--- config.mk ---
export PLATFORM = sky130hd
export DESIGN_NAME = d8_data_mem_responder_flat
export DESIGN_NICKNAME = d
export VERILOG_FILES = /design/src/rtl/d8_data_mem_responder_if.sv /design/src/rtl/d8_data_mem_responder.sv /design/src/flat_wrapper.sv
export SDC_FILE = /design/constraint.sdc
export NUM_CORES = 1
export LEC_CHECK = 0
export ABC_CLOCK_PERIOD_IN_PS = 1650
export CORE_UTILIZATION = 31
export DETAILED_ROUTE_END_ITERATION = 12
export GPL_ROUTABILITY_DRIVEN = 0
export PLACE_DENSITY = 0.71
export SETUP_SLACK_MARGIN = 0.3
export SLEW_MARGIN = 20
export SYNTH_ARGS = -nofsm -noshare
export SYNTH_HDL_FRONTEND = slang
export SYNTH_SLANG_ARGS = --single-unit
--- constraint.sdc ---
create_clock -name sys_clk -period 1.65 [get_ports sys_clk]
set_input_delay 0.33 -clock sys_clk [delete_from_list [all_inputs] [get_ports sys_clk]]
set_output_delay 0.33 -clock sys_clk [all_outputs]
set_load 0.05 [all_outputs]
--- src/rtl/d8_data_mem_responder_if.sv ---
// d8_data_mem_responder_if
//   Bundles the core-side request/response signals and the RAM-side
//   signals of the d8 data-memory responder.
//   Core side : req, w, addr, wdata (to responder); rdata, ack, busy (back)
//   RAM side  : mem_en, mem_we, mem_addr, mem_wdata (to RAM); mem_rdata (back)
//   slave  : the responder itself
//   master : the environment around it (core plus RAM)
interface d8_data_mem_responder_if #(
   parameter int unsigned AW = 8
);
   logic          req;
   logic          w;
   logic [AW-1:0] addr;
   logic [7:0]    wdata;
   logic [7:0]    rdata;
   logic          ack;
   logic          busy;
   logic          mem_en;
   logic          mem_we;
   logic [AW-1:0] mem_addr;
   logic [7:0]    mem_wdata;
   logic [7:0]    mem_rdata;

   modport slave (
      input  req, w, addr, wdata, mem_rdata,
      output rdata, ack, busy, mem_en, mem_we, mem_addr, mem_wdata
   );

   modport master (
      output req, w, addr, wdata, mem_rdata,
      input  rdata, ack, busy, mem_en, mem_we, mem_addr, mem_wdata
   );
endinterface

--- src/rtl/d8_data_mem_responder.sv ---
// d8_data_mem_responder
//   Responder end of the d8 core's data-memory port. Accepts one request
//   in IDLE, drives a single-port synchronous RAM (one-cycle read latency)
//   for exactly one enable cycle, captures load data, optionally inserts
//   WAIT extra cycles, then pulses ack for one cycle.
//   Ports:
//     sys_clk    rising-edge clock
//     sys_rst_n  asynchronous active-low reset
//     bus        d8_data_mem_responder_if.slave (core + RAM signals)
//   Parameters:
//     AW    address width (must match the interface instance)
//     WAIT  extra wait cycles before ack, 0..15
//   Every output is a flop; there is no input-to-output combinational path.
module d8_data_mem_responder #(
   parameter int unsigned AW   = 8,
   parameter int unsigned WAIT = 0
) (
   input  logic                   sys_clk,
   input  logic                   sys_rst_n,
   d8_data_mem_responder_if.slave bus
);

   // The wait counter is 4 bits wide; WAIT above 15 is not supported.
   localparam logic [3:0] WAIT_CNT = 4'(WAIT);

   typedef enum logic [2:0] {
      IDLE,
      ACCESS,
      LATCH,
      WAITS,
      DONE
   } state_t;

   state_t        state_q, state_d;
   logic          dir_q, dir_d;
   logic [3:0]    cnt_q, cnt_d;
   logic [7:0]    rdata_q, rdata_d;
   logic          ack_q, ack_d;
   logic          busy_q, busy_d;
   logic          mem_en_q, mem_en_d;
   logic          mem_we_q, mem_we_d;
   logic [AW-1:0] mem_addr_q, mem_addr_d;
   logic [7:0]    mem_wdata_q, mem_wdata_d;

   // State and all registered outputs.
   always_ff @(posedge sys_clk or negedge sys_rst_n) begin
      if (!sys_rst_n) begin
         state_q     <= IDLE;
         dir_q       <= 1'b0;
         cnt_q       <= 4'd0;
         rdata_q     <= 8'h00;
         ack_q       <= 1'b0;
         busy_q      <= 1'b0;
         mem_en_q    <= 1'b0;
         mem_we_q    <= 1'b0;
         mem_addr_q  <= '0;
         mem_wdata_q <= 8'h00;
      end else begin
         state_q     <= state_d;
         dir_q       <= dir_d;
         cnt_q       <= cnt_d;
         rdata_q     <= rdata_d;
         ack_q       <= ack_d;
         busy_q      <= busy_d;
         mem_en_q    <= mem_en_d;
         mem_we_q    <= mem_we_d;
         mem_addr_q  <= mem_addr_d;
         mem_wdata_q <= mem_wdata_d;
      end
   end

   // Next state and next values of every registered output.
   always_comb begin
      state_d     = state_q;
      dir_d       = dir_q;
      cnt_d       = cnt_q;
      rdata_d     = rdata_q;
      ack_d       = ack_q;
      busy_d      = busy_q;
      mem_en_d    = mem_en_q;
      mem_we_d    = mem_we_q;
      mem_addr_d  = mem_addr_q;
      mem_wdata_d = mem_wdata_q;

      case (state_q)
         IDLE: begin
            // Request is taken only here; everything used later is a
            // latched copy, so the core may change its inputs freely.
            if (bus.req) begin
               state_d     = ACCESS;
               mem_addr_d  = bus.addr;
               mem_wdata_d = bus.wdata;
               dir_d       = bus.w;
               mem_en_d    = 1'b1;
               mem_we_d    = bus.w;
               busy_d      = 1'b1;
            end
         end

         ACCESS: begin
            // The single RAM enable cycle is this one.
            state_d  = LATCH;
            mem_en_d = 1'b0;
            mem_we_d = 1'b0;
         end

         LATCH: begin
            // RAM read data is valid now, one cycle after the enable.
            if (!dir_q) rdata_d = bus.mem_rdata;
            cnt_d = WAIT_CNT;
            if (WAIT_CNT != 4'd0) begin
               state_d = WAITS;
            end else begin
               state_d = DONE;
               ack_d   = 1'b1;
            end
         end

         WAITS: begin
            // Entered with cnt=WAIT; leaving when cnt==1 gives WAIT cycles.
            cnt_d = cnt_q - 4'd1;
            if (cnt_q == 4'd1) begin
               state_d = DONE;
               ack_d   = 1'b1;
            end
         end

         DONE: begin
            state_d = IDLE;
            ack_d   = 1'b0;
            busy_d  = 1'b0;
         end

         default: begin
            state_d  = IDLE;
            ack_d    = 1'b0;
            busy_d   = 1'b0;
            mem_en_d = 1'b0;
            mem_we_d = 1'b0;
         end
      endcase
   end

   assign bus.rdata     = rdata_q;
   assign bus.ack       = ack_q;
   assign bus.busy      = busy_q;
   assign bus.mem_en    = mem_en_q;
   assign bus.mem_we    = mem_we_q;
   assign bus.mem_addr  = mem_addr_q;
   assign bus.mem_wdata = mem_wdata_q;

endmodule

--- src/flat_wrapper.sv ---
// flat-port wrapper written by rule: the top's interface ports become plain ports
module d8_data_mem_responder_flat 
#(
   parameter int unsigned AW   = 8,
   parameter int unsigned WAIT = 0
)
  (sys_clk, sys_rst_n, bus_req, bus_w, bus_addr, bus_wdata, bus_mem_rdata, bus_rdata, bus_ack, bus_busy, bus_mem_en, bus_mem_we, bus_mem_addr, bus_mem_wdata);
  d8_data_mem_responder_if #(.AW(AW)) bus_i ();
  input  logic sys_clk;
  input  logic sys_rst_n;
  input wire logic [$bits(bus_i.req)-1:0] bus_req;
  input wire logic [$bits(bus_i.w)-1:0] bus_w;
  input wire logic [$bits(bus_i.addr)-1:0] bus_addr;
  input wire logic [$bits(bus_i.wdata)-1:0] bus_wdata;
  input wire logic [$bits(bus_i.mem_rdata)-1:0] bus_mem_rdata;
  output wire logic [$bits(bus_i.rdata)-1:0] bus_rdata;
  output wire logic [$bits(bus_i.ack)-1:0] bus_ack;
  output wire logic [$bits(bus_i.busy)-1:0] bus_busy;
  output wire logic [$bits(bus_i.mem_en)-1:0] bus_mem_en;
  output wire logic [$bits(bus_i.mem_we)-1:0] bus_mem_we;
  output wire logic [$bits(bus_i.mem_addr)-1:0] bus_mem_addr;
  output wire logic [$bits(bus_i.mem_wdata)-1:0] bus_mem_wdata;
  assign bus_i.req = bus_req;
  assign bus_i.w = bus_w;
  assign bus_i.addr = bus_addr;
  assign bus_i.wdata = bus_wdata;
  assign bus_i.mem_rdata = bus_mem_rdata;
  assign bus_rdata = bus_i.rdata;
  assign bus_ack = bus_i.ack;
  assign bus_busy = bus_i.busy;
  assign bus_mem_en = bus_i.mem_en;
  assign bus_mem_we = bus_i.mem_we;
  assign bus_mem_addr = bus_i.mem_addr;
  assign bus_mem_wdata = bus_i.mem_wdata;
  d8_data_mem_responder #(.AW(AW), .WAIT(WAIT)) u_core (.sys_clk(sys_clk), .sys_rst_n(sys_rst_n), .bus(bus_i));
endmodule
# --- Yosys cells after proc, flatten, opt, wreduce, memory -nomap -nowiden ---
# Cells that the tools add are included.
op_classes:
  n_addsub: 1
  n_mul: 0
  div: 0
  order_cmp: 0
  eq_ne: 7
  shift: 0
  n_mux: 11
  bitwise: 4
  reduce_logical: 11
op_table:
  columns: ["op", "count"]
  rows:
  - ["$pmux 3 s4", 1]
  - ["$reduce_and 2->1", 6]
  - ["$pmux 4 s2", 1]
  - ["$eq 3x2->1 const B", 2]
  - ["$mux 3", 2]
  - ["$pmux 1 s2", 3]
  - ["$reduce_or 3->1", 2]
  - ["$eq 4x1->1 const B", 1]
  - ["$not 1->1", 4]
  - ["$sub 4x1->4 const B", 1]
  - ["$eq 3x1->1 const B", 1]
  - ["$eq 3x3->1 const B", 1]
  - ["$logic_not 3->1", 1]
  - ["$mux 1", 3]
  - ["$pmux 1 s3", 1]
  - ["$ne 2x1->1 const B", 1]
  - ["$ne 2x2->1 const B", 1]
  - ["$reduce_bool 2->1", 1]
  - ["$reduce_or 2->1", 1]
word_totals:
  regBits: 36
  latchBits: 0
  ramBits: 0
  mem_bits_ro: 0
  in_bits: 28
  out_inout_bits: 28
  wordCells: 44
  n_memories: 0

# --- Longest topological paths before layout ---
# Gate-level depths: netlist of run 1.
logic_depth:
  ltp_word: 4
  depth_mapped: 5
  ltp_nobuf: 5

# --- Least setup slack after synthesis of run 1 ---
# No wires, ideal clock.
synth_path:
  path_kind: "register to register"
  startpoint: "register u_core.state_q[2]"
  endpoint: "register u_core.mem_addr_q[7], in the netlist u_core.bus.mem_addr[7]"
  setup_time_ps: 125
  t_arrival_ps: 1391
  required_ps: 1525
  path_slack_ps: 134
  stages_incl_launch_ff: 5
  n_path_buf: 1
  period_less_slack_ps: 1516
  cell_sequence: "dfrtp_1 nand2b_4 nor3_4 buf_8 mux2_4"
synth_via:
  elab_chain_cells: 2
synth_rtl:
  columns: ["element", "line_no", "source"]
  rows:
  - ["start: declaration", "d8_data_mem_responder.sv:34", "state_t state_q, state_d;"]
  - ["start signal: assignment", "d8_data_mem_responder.sv:59", "state_q <= state_d;"]
  - ["$logic_not 3->1", "d8_data_mem_responder.sv:85", "case (state_q)"]
  - ["$reduce_and 2->1 (no source line)", null, null]
  - ["end signal: assignment", "d8_data_mem_responder.sv:67", "mem_addr_q <= mem_addr_d;"]
  - ["end: declaration", "d8_data_mem_responder.sv:42", "logic [AW-1:0] mem_addr_q, mem_addr_d;"]
# Every way passes these cells.
# A chain may end at the register's enable or synchronous reset.

# --- Final worst setup path of run 1 ---
layout_path:
  startpoint: "register u_core.state_q[2]"
  endpoint: "register u_core.mem_wdata_q[1], in the netlist u_core.bus.mem_wdata[1]"
layout_via:
  elab_chain_cells: 2
layout_rtl:
  columns: ["element", "line_no", "source"]
  rows:
  - ["$logic_not 3->1", "d8_data_mem_responder.sv:85", null]
  - ["$reduce_and 2->1 (no source line)", null, null]
  - ["end signal: assignment", "d8_data_mem_responder.sv:68", "mem_wdata_q <= mem_wdata_d;"]
  - ["end: declaration", "d8_data_mem_responder.sv:43", "logic [7:0] mem_wdata_q, mem_wdata_d;"]
# Every way passes these cells.

==> results of run 1 <==
-- metrics by stage --
step | TNS, ns | instance area (sq um) | hold slack (ns)
after floorplan | 0 | 1530 | 0.0344
after global placement | -2.24 | 2120 | 0.386
after detailed placement | -2.53 | 2120 | 0.398
after CTS | 0 | 2300 | 0.0931
after global routing | 0 | 2340 | 0.110
final | 0 | 2340 | 0.0745
-- layout make-up --
cell class	count	area [sq um]	share of cell area, %
clock buffers	6	72.6	3.10
clock inverters	1	5.00	0.214
inverters	5	18.8	0.803
multi-input cells	57	606	25.9
flip-flops and latches	36	903	38.6
well taps	67	83.8	3.58
repair buffers	71	649	27.8
-- metal layers --
| metal | part of all wire, % | track usage [%] |
|---|---|---|
| met1 | 41 | 16.8 |
| met2 | 51 | 25.9 |
| met3 | 5.9 | 3.33 |
| met4 | 1.7 | 6.54 |
| met5 | 0 | 0 |
-- synthesized netlist by cell type, types with 2 or more instances --
| library cell | count |
|---|---|
| nor2_1 | 3 |
| nand3b_1 | 2 |
| ha_1 | 2 |
| o21ai_0 | 3 |
| inv_1 | 5 |
| mux2_2 | 17 |
| nor3_4 | 2 |
| nand2_1 | 3 |
| mux2i_1 | 2 |
| dfrtp_1 | 36 |
| mux2_4 | 8 |
-- report_power, final --
part / total [mW] / switching [mW] / internal (mW)
combinational: 3.46 / 1.94 / 1.52
clock: 0.584 / 0.298 / 0.287
sequential: 1.66 / 0.332 / 1.33
-- registers in the layout, summed over array words and instances (netlist names), 3 cells and up --
name,cells
u_core.bus.rdata,8
u_core.bus.mem_addr,8
u_core.state_q,3
u_core.cnt_q,4
u_core.bus.mem_wdata,8
-- worst paths after layout --
path | slack (ns) | end
worst max-delay path | 0.14 | u_core.bus.mem_wdata[1]$_DFFE_PN0P_
worst min-delay path | 0.07 | u_core.bus.rdata[2]$_DFFE_PN0P_
worst max register to register | 0.14 | u_core.bus.mem_wdata[1]$_DFFE_PN0P_
worst min register to register | 0.50 | u_core.bus.busy$_DFFE_PN0P_
max in group asynchronous | 1.23 | u_core.state_q[2]$_DFFE_PN0P_
min in group sys_clk | 0.50 | u_core.bus.busy$_DFFE_PN0P_
-- repair_timing --
| item | CTS | global route |
|---|---|---|
| gates resized for setup | 17 | 2 |
| buffers inserted | 4 | 4 |
| pin swaps | 1 | 1 |
| hold buffers | 0 | 0 |
| cloned | 1 | 0 |
| endpoints found under the setup margin | 25 | 25 |
-- cells by family (layout without fill, tap and decap cells) --
kind of cell / Yosys count / count (layout)
compound gates: 12 / 12
mux: 27 / 27
buf+inv: 9 / 83
simple gates: 16 / 16
flops: 36 / 36
fa+ha+maj: 2 / 2
-- critical path, cell delays in order (launching register included) --
cell and delay, ns:
dfrtp_2 0.43, nand2b_4 0.16, nor3_4 0.24, buf_6 0.15
buf_8 0.12, mux2_4 0.30
==> run_results.csv, run 1 <==
group,metric,value,unit
detailed_routing,drc_errors,0,
clock_tree,clockRootBuffer,"clkbuf_8",
synthesis,synthMuxAreaShare,21.9,%
placement,pre_cts_slack,-0.175,ns
clock_tree,htreeDepth,2,
worst_setup_path,rr_worst_depth,5,
clock_tree,insertion_delay,0.28,ns
detailed_routing,wl_per_cell,14.0,microns
layout,drive_above_1_share,47.2,%
grt,grt_pass1_wl,5770,microns
clock_tree,cts_buffer_depth,2,
timing,grt_setup_unrepaired,"yes",
worst_setup_path,crit_path_end_kind,"flop",
detailed_routing,routed_wl,3400,microns
grt,antenna_found_initial,0,
floorplanning,start_util,32.1,%
timing,setup_violations,0,
layout,syn_to_final_growth,54.3,%
worst_setup_path,critPathKind,"flop to flop",
floorplanning,core_region_area,4720,sq um
synthesis,synth-edff-count,0,
pwr,report.power.total,5.71,mW
synthesis,yosysWarnings,0,
placement,placedCellCount,227,
floorplanning,die_area,5170,sq um
synthesis,synth-compound-area-share,5.70,%
floorplanning,die_y,71.9,microns
synthesis,ys_seq_elements,36,
detailed_routing,antenna_left,0,
placement,dpl.hpwl,2340,microns
worst_setup_path,path_max_fanout,6,
timing,period_share,91.4,%
synthesis,synthSimpleGateAreaFrac,7.51,%
synthesis,synth_nets,132,
timing,slew_viol_final,0,
floorplanning,io_pins,56,
worst_setup_path,cp_data_required_time,1.81,ns
detailed_routing,vias,1093,
clock_tree,clkTransAtPathRegs,0.07,ns
status,status,"finished clean",
timing,clock_skew,0.00779,ns
layout,diodes,0,
worst_setup_path,startpoint,"u_core.state_q[2]$_DFFE_PN0P_",
synthesis,async_flop_share,100,%
pwr,vdd_drop_max,1.10,mV
synthesis,synthAdderAreaFrac,1.65,%
grt,grt_pass1_vias,1233,
worst_setup_path,r2r_start,"u_core.state_q[2]$_DFFE_PN0P_",
synthesis,seq_area_frac_synth,59.5,%
synthesis,synthesis.instances,102,
timing,period_minus_slack,1.51,ns
clock_tree,cts.sink_count,36,
timing,finalHoldViolCount,0,
worst_setup_path,startpoint_type,"flop",
timing,fmax,663,MHz
synthesis,synthXorXnorAreaFrac,0,%
clock_tree,tritoncts,"built",
floorplanning,placementRows,25,
synthesis,synth_top_area_share,59.5,%
synthesis,synth_top_family_by_area,"multiplexers",
floorplanning,die_width,71.9,microns
grt,track_usage,14.6,%
timing,tightest_slew,0.452,ns
placement,io_buffers,55,
pwr,p_leak,1.08,nW
synthesis,synth_area_per_cell,14.9,sq um
detailed_routing,initialDrtViolationCount,31,
synthesis,synth_area_leaders,"dfrtp_1 59%, mux2_2 13%, mux2_4 7.9%",
detailed_routing,via_per_inst,4.50,
layout,layout.nets,206,
hold_path,holdCritPathClass,"input pin to asynchronous set/reset pin",
layout,nFillCells,412,
detailed_routing,drtPass1Iterations,4,
grt,grt_max_degree,37,
timing,fin_ws,0.141,ns
synthesis,synth_top_cell_by_area,"dfrtp_1",
layout,final_cells,243,
job,maxCapViolCount,0,
worst_setup_path,crit_arrival,1.67,ns
clock_tree,cts_buffers,5,
layout,mostFrequentLayoutCells,"37 x buf_4, 34 x dfrtp_1, 25 x clkdlybuf4s50_1, 21 x mux2_4",
layout,final_common_cell,"buf_4",
layout,utilization,49.5,%
synthesis,syn_area,1520,sq um
grt,gr-total-overflow,0,
timing,slew-limit-headroom,69.9,%
synthesis,yosysUniqueCellTypes,30,
synthesis,synth_ff_type,"dfrtp_1",
pwr,power_density,2440,nW/um^2
(Power assumes the default switching activity.)
==> run 2: changes to the inputs <==
SETUP_SLACK_MARGIN = 0.2   (was 0.3)
==> run_results.csv, run 2 (synthesized netlist as in run 1, its figures left out) <==
group,metric,value,unit
timing,fin_ws,0.141,ns
layout,syn_to_final_growth,54.3,%
placement,io_buffers,55,
timing,tightest_slew,0.455,ns
timing,setup_violations,0,
timing,totalNegativeSetupSlack,0,ns
pwr,p_leak,1.08,nW
detailed_routing,top_layer,"met4",
grt,antenna_found_initial,0,
clock_tree,cts_buffers,5,
layout,final_area,2340,sq um
layout,drive_above_1_share,47.2,%
floorplanning,die_area,5170,sq um
detailed_routing,via_per_inst,4.48,
detailed_routing,drc_errors,0,
layout,final_common_cell,"buf_4",
detailed_routing,wl_met3,177,microns
clock_tree,clockRootBuffer,"clkbuf_8",
grt,gr-total-overflow,0,
clock_tree,tritoncts,"built",
detailed_routing,wl_met1,1460,microns
clock_tree,cts_buffer_depth,2,
floorplanning,core_region_area,4720,sq um
pwr,vdd_drop_max,1.10,mV
clock_tree,insertion_delay,0.28,ns
clock_tree,clkTransAtPathRegs,0.07,ns
grt,grt_pass1_vias,1227,
timing,period_minus_slack,1.51,ns
placement,place_area,2120,sq um
detailed_routing,initialDrtViolationCount,36,
floorplanning,placementRows,25,
layout,diodes,0,
worst_setup_path,critPathKind,"flop to flop",
worst_setup_path,crit_path_end_kind,"flop",
detailed_routing,antenna_left,0,
pwr,power_density,2440,nW/um^2
hold_path,holdCritPathClass,"input pin to asynchronous set/reset pin",
detailed_routing,met2_length,1730,microns
detailed_routing,drtPass1Iterations,4,
worst_setup_path,startpoint_type,"flop",
detailed_routing,vias,1088,
floorplanning,die_y,71.9,microns
timing,slew-limit-headroom,69.7,%
worst_setup_path,cp_data_required_time,1.81,ns
floorplanning,die_width,71.9,microns
placement,pre_cts_slack,-0.175,ns
detailed_routing,routed_wl,3430,microns
clock_tree,htreeDepth,2,
detailed_routing,wl_per_cell,14.1,microns
timing,grt_setup_unrepaired,"yes",
floorplanning,io_pins,56,
clock_tree,cts_hold_buf,0,
timing,finalHoldViolCount,0,
timing,period_share,91.4,%
placement,dpl.hpwl,2340,microns
floorplanning,start_util,32.1,%
timing,fmax,663,MHz
timing,holdWs,0.0696,ns
layout,mostFrequentLayoutCells,"37 x buf_4, 34 x dfrtp_1, 25 x clkdlybuf4s50_1, 21 x mux2_4",
grt,track_usage,14.5,%
timing,clock_skew,0.00910,ns
timing,slew_viol_final,0,
pwr,report.power.total,5.71,mW
layout,layout.nets,206,
grt,grt_pass1_wl,5730,microns
worst_setup_path,path_max_fanout,6,
job,maxCapViolCount,0,
clock_tree,cts.sink_count,36,
status,status,"finished clean",
grt,grt_max_degree,37,
worst_setup_path,crit_arrival,1.67,ns
==> run 2: final timing paths <==
| check | endpoint | depth (start not counted) | slack (ns) | start |
|---|---|---|---|---|
| max | u_core.bus.mem_wdata[1]$_DFFE_PN0P_ | 5 | 0.14 | u_core.state_q[2]$_DFFE_PN0P_ |
| min | u_core.bus.rdata[2]$_DFFE_PN0P_ | 2 | 0.07 | sys_rst_n |
| max reg2reg | u_core.bus.mem_wdata[1]$_DFFE_PN0P_ | 5 | 0.14 | u_core.state_q[2]$_DFFE_PN0P_ |
| min reg2reg | u_core.bus.busy$_DFFE_PN0P_ | 1 | 0.50 | u_core.bus.busy$_DFFE_PN0P_ |
| max in group asynchronous | u_core.state_q[2]$_DFFE_PN0P_ | 2 | 1.23 | sys_rst_n |
| min in group sys_clk | u_core.bus.busy$_DFFE_PN0P_ | 1 | 0.50 | u_core.bus.busy$_DFFE_PN0P_ |
==> run 2: metrics by stage <==
| stage | std cells | util [%] |
|---|---|---|
| floorplan | 102 | - |
| global placement | 227 | 44.8 |
| detailed placement | 227 | 44.8 |
| CTS | 239 | 48.4 |
| global route | 243 | 49.5 |
| finish | 243 | 49.5 |
==> run 2: what timing repair did <==
item	in CTS	in global routing
gates cloned	1	0
endpoints found under the setup margin	25	25
pin swaps	1	1
resized for setup	13	6
buffers inserted	4	4
==> run 2: per-layer routing <==
metal  GRT usage [%]  up-vias
met1            16.7      540
met2            25.7       38
met5               0        -
met4            6.54        0
li1                -      503
met3            3.33        7
==> run 2: power by group <==
group	internal [mW]	switching, mW
registers	1.33	0.333
logic	1.52	1.94
clock network	0.287	0.303
==> run 2: final cells by class <==
cell class | instances | area, sq um
Sequential cell | 36 | 903
Fill cell | 412 | 2380
Tap cell | 67 | 83.8
Clock inverter | 1 | 5.00
Timing Repair Buffer | 71 | 649
Clock buffer | 6 | 72.6
Multi-Input combinational cell | 57 | 606
Inverter | 5 | 18.8
==> run 2: worst max-delay path, stage by stage (launching register included) <==
cell	delay (ns)
dfrtp_2	0.43
nand2b_4	0.16
nor3_4	0.24
buf_6	0.15
buf_8	0.12
mux2_4	0.30
